### src/rtl/bellek_hakemi.sv
// Round-robin arbiter that shares the single main-memory port between the
// instruction-cache and data-cache miss paths, with an optional response timeout.
module bellek_hakemi #(
    parameter int ADRES_W     = 32,
    parameter int VERI_W      = 32,
    parameter int ZAMAN_ASIMI = 64
) (
    input  logic                  clk_i,
    input  logic                  rst_i,

    input  logic                  bb_istek_i,
    input  logic [ADRES_W-1:0]    bb_adres_i,
    output logic [VERI_W-1:0]     bb_veri_o,
    output logic                  bb_hazir_o,

    input  logic                  vb_istek_i,
    input  logic                  vb_yaz_i,
    input  logic [ADRES_W-1:0]    vb_adres_i,
    input  logic [VERI_W-1:0]     vb_veri_i,
    input  logic [VERI_W/8-1:0]   vb_maske_i,
    output logic [VERI_W-1:0]     vb_veri_o,
    output logic                  vb_hazir_o,

    output logic                  bel_istek_o,
    output logic                  bel_yaz_o,
    output logic [ADRES_W-1:0]    bel_adres_o,
    output logic [VERI_W-1:0]     bel_veri_o,
    output logic [VERI_W/8-1:0]   bel_maske_o,
    input  logic [VERI_W-1:0]     bel_veri_i,
    input  logic                  bel_hazir_i,

    output logic                  zaman_asimi_o
);

    localparam int SW = VERI_W / 8;
    localparam int CW = (ZAMAN_ASIMI > 0) ? $clog2(ZAMAN_ASIMI + 1) : 1;

    // Counter value seen in the last permitted waiting cycle.
    localparam logic [CW-1:0] SON_SAYI   = (ZAMAN_ASIMI > 0) ? CW'(ZAMAN_ASIMI - 1) : '0;
    localparam logic [CW-1:0] SAYAC_TAVAN = '1;

    typedef enum logic [1:0] {
        BOS    = 2'd0,
        BUYRUK = 2'd1,
        VERI   = 2'd2,
        BITTI  = 2'd3
    } durum_t;

    durum_t          durum;
    logic            son_veri;   // 1: last grant went to the data side
    logic [CW-1:0]   sayac;

    always_ff @(posedge clk_i) begin
        if (rst_i) begin
            durum         <= BOS;
            son_veri      <= 1'b0;
            sayac         <= '0;
            bb_veri_o     <= '0;
            bb_hazir_o    <= 1'b0;
            vb_veri_o     <= '0;
            vb_hazir_o    <= 1'b0;
            bel_istek_o   <= 1'b0;
            bel_yaz_o     <= 1'b0;
            bel_adres_o   <= '0;
            bel_veri_o    <= '0;
            bel_maske_o   <= '0;
            zaman_asimi_o <= 1'b0;
        end else begin
            case (durum)
                BOS: begin
                    // On a tie the side that was not served last wins.
                    if (bb_istek_i && (!vb_istek_i || son_veri)) begin
                        durum       <= BUYRUK;
                        son_veri    <= 1'b0;
                        sayac       <= '0;
                        bel_istek_o <= 1'b1;
                        bel_yaz_o   <= 1'b0;
                        bel_adres_o <= bb_adres_i;
                        bel_veri_o  <= '0;
                        bel_maske_o <= {SW{1'b1}};
                    end else if (vb_istek_i) begin
                        durum       <= VERI;
                        son_veri    <= 1'b1;
                        sayac       <= '0;
                        bel_istek_o <= 1'b1;
                        bel_yaz_o   <= vb_yaz_i;
                        bel_adres_o <= vb_adres_i;
                        bel_veri_o  <= vb_veri_i;
                        bel_maske_o <= vb_yaz_i ? vb_maske_i : {SW{1'b1}};
                    end
                end

                BUYRUK, VERI: begin
                    if (bel_hazir_i) begin
                        bel_istek_o <= 1'b0;
                        durum       <= BITTI;
                        if (durum == BUYRUK) begin
                            bb_hazir_o <= 1'b1;
                            bb_veri_o  <= bel_veri_i;
                        end else begin
                            vb_hazir_o <= 1'b1;
                            vb_veri_o  <= bel_yaz_o ? '0 : bel_veri_i;
                        end
                    end else if ((ZAMAN_ASIMI != 0) && (sayac == SON_SAYI)) begin
                        bel_istek_o   <= 1'b0;
                        zaman_asimi_o <= 1'b1;
                        durum         <= BITTI;
                        if (durum == BUYRUK) begin
                            bb_hazir_o <= 1'b1;
                            bb_veri_o  <= '0;
                        end else begin
                            vb_hazir_o <= 1'b1;
                            vb_veri_o  <= '0;
                        end
                    end else if (sayac != SAYAC_TAVAN) begin
                        sayac <= sayac + 1'b1;
                    end
                end

                BITTI: begin
                    // Requests are deliberately not sampled here so the finished
                    // requester has a cycle to drop its level request.
                    durum         <= BOS;
                    bb_hazir_o    <= 1'b0;
                    bb_veri_o     <= '0;
                    vb_hazir_o    <= 1'b0;
                    vb_veri_o     <= '0;
                    zaman_asimi_o <= 1'b0;
                end

                default: durum <= BOS;
            endcase
        end
    end

endmodule

### config.mk
export PLATFORM = sky130hd
export DESIGN_NAME = bellek_hakemi
export DESIGN_NICKNAME = d
export VERILOG_FILES = /design/src/rtl/bellek_hakemi.sv
export SDC_FILE = /design/constraint.sdc
export NUM_CORES = 1
export LEC_CHECK = 0
export CAP_MARGIN = 20
export CORE_MARGIN = 5
export CORE_UTILIZATION = 30
export DETAILED_ROUTE_END_ITERATION = 16
export GPL_ROUTABILITY_DRIVEN = 0
export GPL_TIMING_DRIVEN = 0
export PLACE_DENSITY = 0.62
export SYNTH_ARGS = -nofsm -noshare
export SYNTH_HDL_FRONTEND = slang
export SYNTH_SLANG_ARGS = --single-unit
### constraint.sdc
create_clock -name clk_i -period 4.6 [get_ports clk_i]
set_input_delay 0.92 -clock clk_i [delete_from_list [all_inputs] [get_ports clk_i]]
set_output_delay 0.92 -clock clk_i [all_outputs]
set_load 0.02 [all_outputs]
# [Word level (Yosys, flattened, before mapping)]
# Index checks and enable logic that the tools add are counted.
[word_totals] ff_bits=147 input_bits=138 word_cells=91
[op_classes] reduce_logical=16 muxes=48 eq_ne=13 addsub=1
[op_table] op="$mux W32" n=13
[op_table] op="$pmux W32 S2" n=2
[op_table] op="$mux W7" n=5
[op_table] op="$mux W1" n=15
[op_table] op="$pmux W7 S2" n=1
[op_table] op="$mux W4" n=3
[op_table] op="$ne A2 B2 Y1 const B" n=6
[op_table] op="$reduce_and A3 Y1" n=4
[op_table] op="$mux W2" n=4
[op_table] op="$pmux W1 S2" n=4
[op_table] op="$add A7 B1 Y7 const B" n=1
[op_table] op="$eq A7 B6 Y1 const B" n=1
[op_table] op="$ne A7 B7 Y1 const B" n=1
[op_table] op="$ne A3 B3 Y1 const B" n=2
[op_table] op="$pmux W2 S3" n=1
[op_table] op="$reduce_and A2 Y1" n=3
[op_table] op="$reduce_bool A2 Y1" n=3
[op_table] op="$reduce_and A5 Y1" n=1
[op_table] op="$eq A2 B2 Y1 const B" n=2
[op_table] op="$eq A2 B1 Y1 const B" n=1
[op_table] op="$logic_not A2 Y1" n=1
[op_table] op="$reduce_or A2 Y1" n=1
[op_table] op="$logic_and A1 B1 Y1" n=1
[op_table] op="$logic_not A1 Y1" n=1
[op_table] op="$logic_or A1 B1 Y1" n=1

# [Depth between registers and ports, before layout]
# Gate-level depths: netlist (run 1).
[logic_depth] ltp_word=5 mapped_depth=9

# [Worst setup path after synthesis (run 1)]
# No wires, ideal clock.
[synth_timing] path_kind="in2reg" from="input bb_istek_i" to="register sayac[4]" setup_ns=0.070 arrival_time_ns=2.065 cell_stages=5 setup_slack_ns=2.465 cell_sequence="buf_2 -> nor3b_2 -> a211o_1 -> or4_1 -> a21boi_1"
[synth_between] elab_chain_len=3 elab_cells_between_ends=5 classes_between="eq/ne: 1; mux: 2; reduce/logical: 2"
[synth_lines] element="start: declaration" line_no="11" text="input logic bb_istek_i,"
[synth_lines] element="$logic_and A1 B1 Y1 (*)" line_no="72" text="if (bb_istek_i && (!vb_istek_i || son_veri)) begin"
[synth_lines] element="$ne A3 B3 Y1 (no line) / $mux W7 (equally long branches)"
[synth_lines] element="$reduce_and A5 Y1 (no line) / $pmux W7 S2 (equally long branches)"
[synth_lines] element="end signal: assignment" line_no="116" text="sayac <= sayac + 1'b1;"
[synth_lines] element="end: declaration" line_no="51" text="logic [CW-1:0] sayac;"
# Every way passes the cells marked *; elsewhere a longest branch is shown, timed or not.
# A chain may end at the register's enable or synchronous reset.

# [Worst setup path after layout (run 1)]
[layout_timing] from="input rst_i" to="register bb_veri_o[14]"
[layout_rtl] element="start: declaration" line_no="9" text="input logic rst_i,"
[layout_rtl] element="end signal: assignment" line_no="99" text="bb_veri_o <= bel_veri_i;"
[layout_rtl] element="end: declaration" line_no="13" text="output logic [VERI_W-1:0] bb_veri_o,"
# No word-level cell between the ends.

==> results of run 1 <==
## kinds of logic after synthesis
family	Yosys count	share of synthesized area
fa+ha+maj	5	0.01033
flops	147	0.4858
compound gates	164	0.1865
buf+inv	59	0.04379
simple gates	210	0.1591
mux	69	0.1144
## metrics by stage
step,cells,cell area (um^2)
2_1_floorplan,654,6057
6_report,1229,9693
5_1_grt,1229,9693
4_1_cts,1229,9693
3_3_place_gp,1197,9128
3_5_place_dp,1197,9128
## worst paths after layout
kind	slack, ns	start	cells after the start	to
setup reg to reg	2.25	durum[0]	8	bel_adres_o[20]
hold / removal	0.47	bb_veri_o[21]	2	bb_veri_o[21]
setup / recovery	1.81	rst_i	5	bb_veri_o[14]
hold reg to reg	0.47	bb_veri_o[21]	2	bb_veri_o[21]
## worst max-delay path, stage by stage
cell             delay [ns]
clkdlybuf4s50_1        0.62
clkbuf_1               0.42
clkbuf_1               0.46
clkbuf_1               0.53
a21oi_1                0.10
## layer usage
| layer | up-vias | track usage |
|---|---|---|
| met3 | 18 | 0.07196 |
| li1 | 2899 | - |
| met2 | 243 | 0.2815 |
| met5 | - | 0 |
| met1 | 2686 | 0.2188 |
| met4 | 2 | 0.04067 |
## cell usage after synthesis (2+ instances only)
cell type  count
mux2_2         2
clkbuf_1      35
buf_1          2
nand2_1       69
o21ai_0        5
and3_1         2
nand3_1        5
or4_1          3
dfxtp_1      147
nand2b_1      36
nor2b_1        4
a21oi_1       37
o41ai_1        2
buf_6          3
ha_1           5
o311ai_0       2
o21a_1         5
a21boi_1       3
buf_2         13
nor2_1        80
a31oi_1        2
a22oi_1       64
a211oi_1      35
mux2i_1       67
a211o_1        2
inv_1          4
o31ai_1        3
or2_2          2
nor3b_2        2
## area by class of cell
cell class / instances / area, um^2 / share of cell area
clock buffer: 18 / 429.2 / 0.04428
tap: 270 / 337.8 / 0.03485
buffer: 55 / 250.2 / 0.02582
sequential: 147 / 2943 / 0.3036
timing repair buffer: 273 / 2733 / 0.2819
inverter: 4 / 15.01 / 0.001549
clock inverter: 14 / 136.4 / 0.01407
multi-input combinational: 448 / 2849 / 0.2939
## sequential cells by signal (all words and copies together), names as in the netlist, named ones only
signal,count
bb_veri_o,32
bel_adres_o,32
bel_veri_o,32
vb_veri_o,32
sayac,7
bel_maske_o,4
durum,2
bel_istek_o,1
bel_yaz_o,1
son_veri,1
vb_hazir_o,1
zaman_asimi_o,1
## layout by cell type, fill, tap and decap left out, drive strengths merged, types with 2 or more instances in the layout
master         instances
nor2                  81
nand2                 69
a21oi                 37
or4                    3
o21ai                  6
a211oi                35
a22oi                 64
o21a                   5
clkbuf                54
o311ai                 2
ha                     5
o41ai                  2
clkdlybuf4s50        273
mux2i                 67
and3                   2
nand2b                36
buf                   19
nor3b                  2
a211o                  2
dfxtp                147
inv                   13
nand3                  5
a21boi                 4
a31oi                  2
o31ai                  3
or2                    3
clkinv                 4
mux2                   2
nor2b                  4
## power by group
part	internal, W	total (W)	switching, W
Clock	0.000719	0.00133	0.000613
Sequential	0.00159	0.00178	0.000186
Combinational	0.00112	0.00256	0.00143
Total	0.00343	0.00567	0.00223
==> impl_metrics.json, run 1 <==
{
  "status": "finished clean",
  "drt-met1-wl_mm": 9.157,
  "p_leak_nw": 3.625,
  "cts_tree": "done",
  "end_kind": "register",
  "drive_above_1_share": 0.05944,
  "num_vias": 5848,
  "slew_headroom": 0.5644,
  "synth_ff_type": "dfxtp_1",
  "clockBufferDepth": 2,
  "synthTopCellsByArea": "dfxtp_1, mux2i_1, a22oi_1",
  "setup_viol": 0,
  "whs_ns": 0.4671,
  "final-hold-violation-count": 0,
  "cts.repair.resized": 0,
  "fin_crit_sh": 0.6062,
  "worstPathMaxFanout": 10,
  "start_util": 0.3023,
  "numCtsBuffers": 17,
  "drtIter0Drc": 267,
  "core_area_um2": 20040,
  "first_pass_iters": 5,
  "clkTransAtPathRegs_ns": 0.06,
  "irDropWorstVdd_mv": 0.2407,
  "syn-num-nets": 797,
  "power_density_nw_per_um2": 584.6,
  "viasPerCell": 4.758,
  "area_growth_pct": 60.03,
  "seq_area_frac_synth": 0.4859,
  "synth-async-reset-ratio": 0,
  "top_layer": "met5",
  "yosysTopAreaCell": "dfxtp_1",
  "antenna_found_initial": 1,
  "grt_start_max_net_pins": 17,
  "period_needed_ns": 2.789,
  "fillers": 1979,
  "max_clock_freq_ghz": 0.3586,
  "met3_length_mm": 1.890,
  "grt-ovfl-total": 0,
  "die-area_um2": 23130,
  "io_buffers": 273,
  "antenna_left": 0,
  "synth.avg_cell_area_um2": 9.262,
  "maxCapViolCount": 0,
  "place_hpwl_mm": 16.14,
  "worst_pin_slew_ns": 0.6517,
  "insertion_delay_ns": 0.42,
  "finalSetupTns_ns": 0,
  "start_kind": "input port",
  "drv_slew": 0,
  "post-cts-setup-buffers": 0,
  "synth_edf_count": 0,
  "synth_top_area_frac": 0.4859,
  "fin_skew_ns": 0.01750,
  "grt_pass1_vias": 5835,
  "die_y_um": 152.1,
  "rsz0062_at_grt": "false",
  "ios": 275,
  "required_ns": 4.87,
  "final.setup.worst_slack_ns": 1.811,
  "holdBufCountCts": 0,
  "syn_inst": 654,
  "final_util": 0.4837,
  "fp-row-count": 52,
  "hold_class": "register to register",
  "track_usage": 0.1745,
  "crit_arrival_ns": 3.05,
  "avgRoutedWirePerCell_um": 17.00,
  "ys_ff_latch": 147,
  "cts_max_level": 4,
  "yosysWarnings": 0,
  "grt_pass1_wl_mm": 32.55,
  "met2_length_mm": 9.605,
  "cts_root_buf": "clkbuf_16",
  "critical_path_class": "input port to register",
  "drc": 0,
  "pre_cts_slack_ns": 1.304,
  "diodes": 0,
  "drt_wl_total_mm": 20.89,
  "netlist_area_um2": 6057,
  "cts.sinks": 147,
  "power_w": 0.005666,
  "nets": 1089,
  "die_x_um": 152.1,
  "yosysUniqueCellTypes": 42
}
Power figures use the tool's default switching activity.
==> run 2, diff against run 1 <==
--- a/config.mk
+++ b/config.mk
@@ -11,7 +11,7 @@
 export DETAILED_ROUTE_END_ITERATION = 16
 export GPL_ROUTABILITY_DRIVEN = 0
 export GPL_TIMING_DRIVEN = 0
-export PLACE_DENSITY = 0.62
+export PLACE_DENSITY = 0.64
 export SYNTH_ARGS = -nofsm -noshare
 export SYNTH_HDL_FRONTEND = slang
 export SYNTH_SLANG_ARGS = --single-unit
==> constraint.sdc (replaced) <==
create_clock -name clk_i -period 2.5 [get_ports clk_i]
set_input_delay 0.5 -clock clk_i [delete_from_list [all_inputs] [get_ports clk_i]]
set_output_delay 0.5 -clock clk_i [all_outputs]
set_load 0.02 [all_outputs]
==> impl_metrics.json, run 2 (synthesized netlist as in run 1, its figures left out) <==
{
  "combinationalPowerShare": 0.446,
  "cts_root_buf": "clkbuf_16",
  "place_hpwl_mm": 16.08,
  "final_common_cell": "clkdlybuf4s50_1",
  "cpMostUsedCell": "clkbuf_1",
  "insertion_delay_ns": 0.42,
  "fillers": 1955,
  "p_int_w": 0.006557,
  "critical-path-top-delay-family": "buffers and inverters",
  "cts_tree": "done",
  "crit_chain": "clkdlybuf4s50_1 -> clkbuf_1 -> clkbuf_1 -> clkbuf_1 -> a21oi_1",
  "final_util": 0.4849,
  "track_usage": 0.1725,
  "fin_skew_ns": 0.009570,
  "first_pass_iters": 4,
  "worst_pin_slew_ns": 0.6087,
  "drc": 0,
  "die-area_um2": 23130,
  "max_clock_freq_ghz": 0.4381,
  "core_area_um2": 20040,
  "power_density_nw_per_um2": 1086,
  "end_kind": "register",
  "pwr-share-clk": 0.244,
  "power_w": 0.01055,
  "clkTransAtPathRegs_ns": 0.06,
  "rsz0062_at_grt": "false",
  "fin_crit_sh": 0.9130,
  "p_leak_nw": 3.643,
  "p_switching_w": 0.003997,
  "drt_wl_total_mm": 20.66,
  "drtIter0Drc": 210,
  "hold_class": "register to register",
  "setup_viol": 0,
  "grt_start_max_net_pins": 17,
  "critical_path_class": "input port to register",
  "num_vias": 5783,
  "post-cts-setup-buffers": 0,
  "fp-row-count": 52,
  "irDropWorstVdd_mv": 0.4844,
  "die_y_um": 152.1,
  "die_x_um": 152.1,
  "p_sw_frac": 0.3788,
  "slowest_stage": "clkdlybuf4s50_1",
  "status": "finished clean",
  "worstPathMaxFanout": 10,
  "antenna_found_initial": 0,
  "whs_ns": 0.4676,
  "drv_slew": 0,
  "grt_pass1_wl_mm": 32.32,
  "grt-ovfl-total": 0,
  "nets": 1088,
  "p_seq_frac": 0.310,
  "final-hold-violation-count": 0,
  "io_buffers": 273,
  "area_growth_pct": 60.42,
  "ios": 275,
  "maxCapViolCount": 0,
  "cts_max_level": 4,
  "clockBufferDepth": 2,
  "required_ns": 2.78,
  "viasPerCell": 4.717,
  "final_cell_mix": "clkdlybuf4s50_1, dfxtp_1, nor2_1, nand2_1, mux2i_1",
  "cts.sinks": 147,
  "cp.buffers_inverters": 4,
  "numCtsBuffers": 17,
  "avgRoutedWirePerCell_um": 16.85,
  "period_needed_ns": 2.283,
  "diodes": 0,
  "drive_above_1_share": 0.06276,
  "start_kind": "input port",
  "start_util": 0.3023,
  "antenna_left": 0,
  "grt_pass1_vias": 5638,
  "critPathMaxStageDelay_ns": 0.63,
  "crit_arrival_ns": 2.56,
  "slew_headroom": 0.5914
}
==> run 2: repair_timing <==
| item | in CTS | in global routing |
|---|---|---|
| gates cloned | 0 | 0 |
| setup endpoints to repair | 2 | 39 |
| gates resized for setup | 1 | 8 |
| hold buffers | 0 | 0 |
| hold endpoints to repair | 0 | 0 |
==> run 2: cell type report <==
type	instances	area, um^2	share of cell area
Clock buffer	18	429.2	0.04417
Timing Repair Buffer	273	2733	0.2812
Sequential cell	147	2943	0.3029
Multi-Input combinational cell	448	2849	0.2932
Buffer	54	252.7	0.02601
Inverter	4	15.01	0.001545
Clock inverter	12	157.7	0.01622
Tap cell	270	337.8	0.03477
==> run 2: routing by layer <==
layer,up-vias,track usage,part of all wire,routed length [um]
met5,-,0,0,0
met4,0,0.03853,0.0076,157
met3,13,0.06485,0.084,1741
met2,218,0.2803,0.46,9428
met1,2660,0.2195,0.45,9329
li1,2892,-,-,-
==> run 2: path summary, 6_finish.rpt <==
kind             from             to  slack, ns  cells past startpoint
max             rst_i   bb_veri_o[0]       0.22                      5
min          sayac[6]       sayac[6]       0.47                      1
max reg2reg  durum[0]  vb_veri_o[26]       0.30                      9
min reg2reg  sayac[6]       sayac[6]       0.47                      1
==> run 2: metrics by stage <==
| stage | instances | setup TNS [ns] | area (um^2) | setup WS, ns |
|---|---|---|---|---|
| after floorplan | 654 | 0 | 6057 | 0.5458 |
| after global placement | 1197 | -26.93 | 9128 | -0.4042 |
| after detailed placement | 1197 | -31.07 | 9128 | -0.4441 |
| after CTS | 1227 | 0 | 9716 | 0.01662 |
| after global routing | 1226 | 0 | 9717 | 0.01376 |
| final | 1226 | 0 | 9717 | 0.2175 |
==> run 2: power by group through the flow <==
stage | sequential [W] | clock [W] | combinational (W)
after floorplan | 0.00396 | 0 | 0.00207
after global placement | 0.00330 | 0 | 0.00474
after detailed placement | 0.00332 | 0 | 0.00474
after CTS | 0.00328 | 0.00264 | 0.00476
after global routing | 0.00335 | 0.00273 | 0.00508
final | 0.00328 | 0.00257 | 0.00471
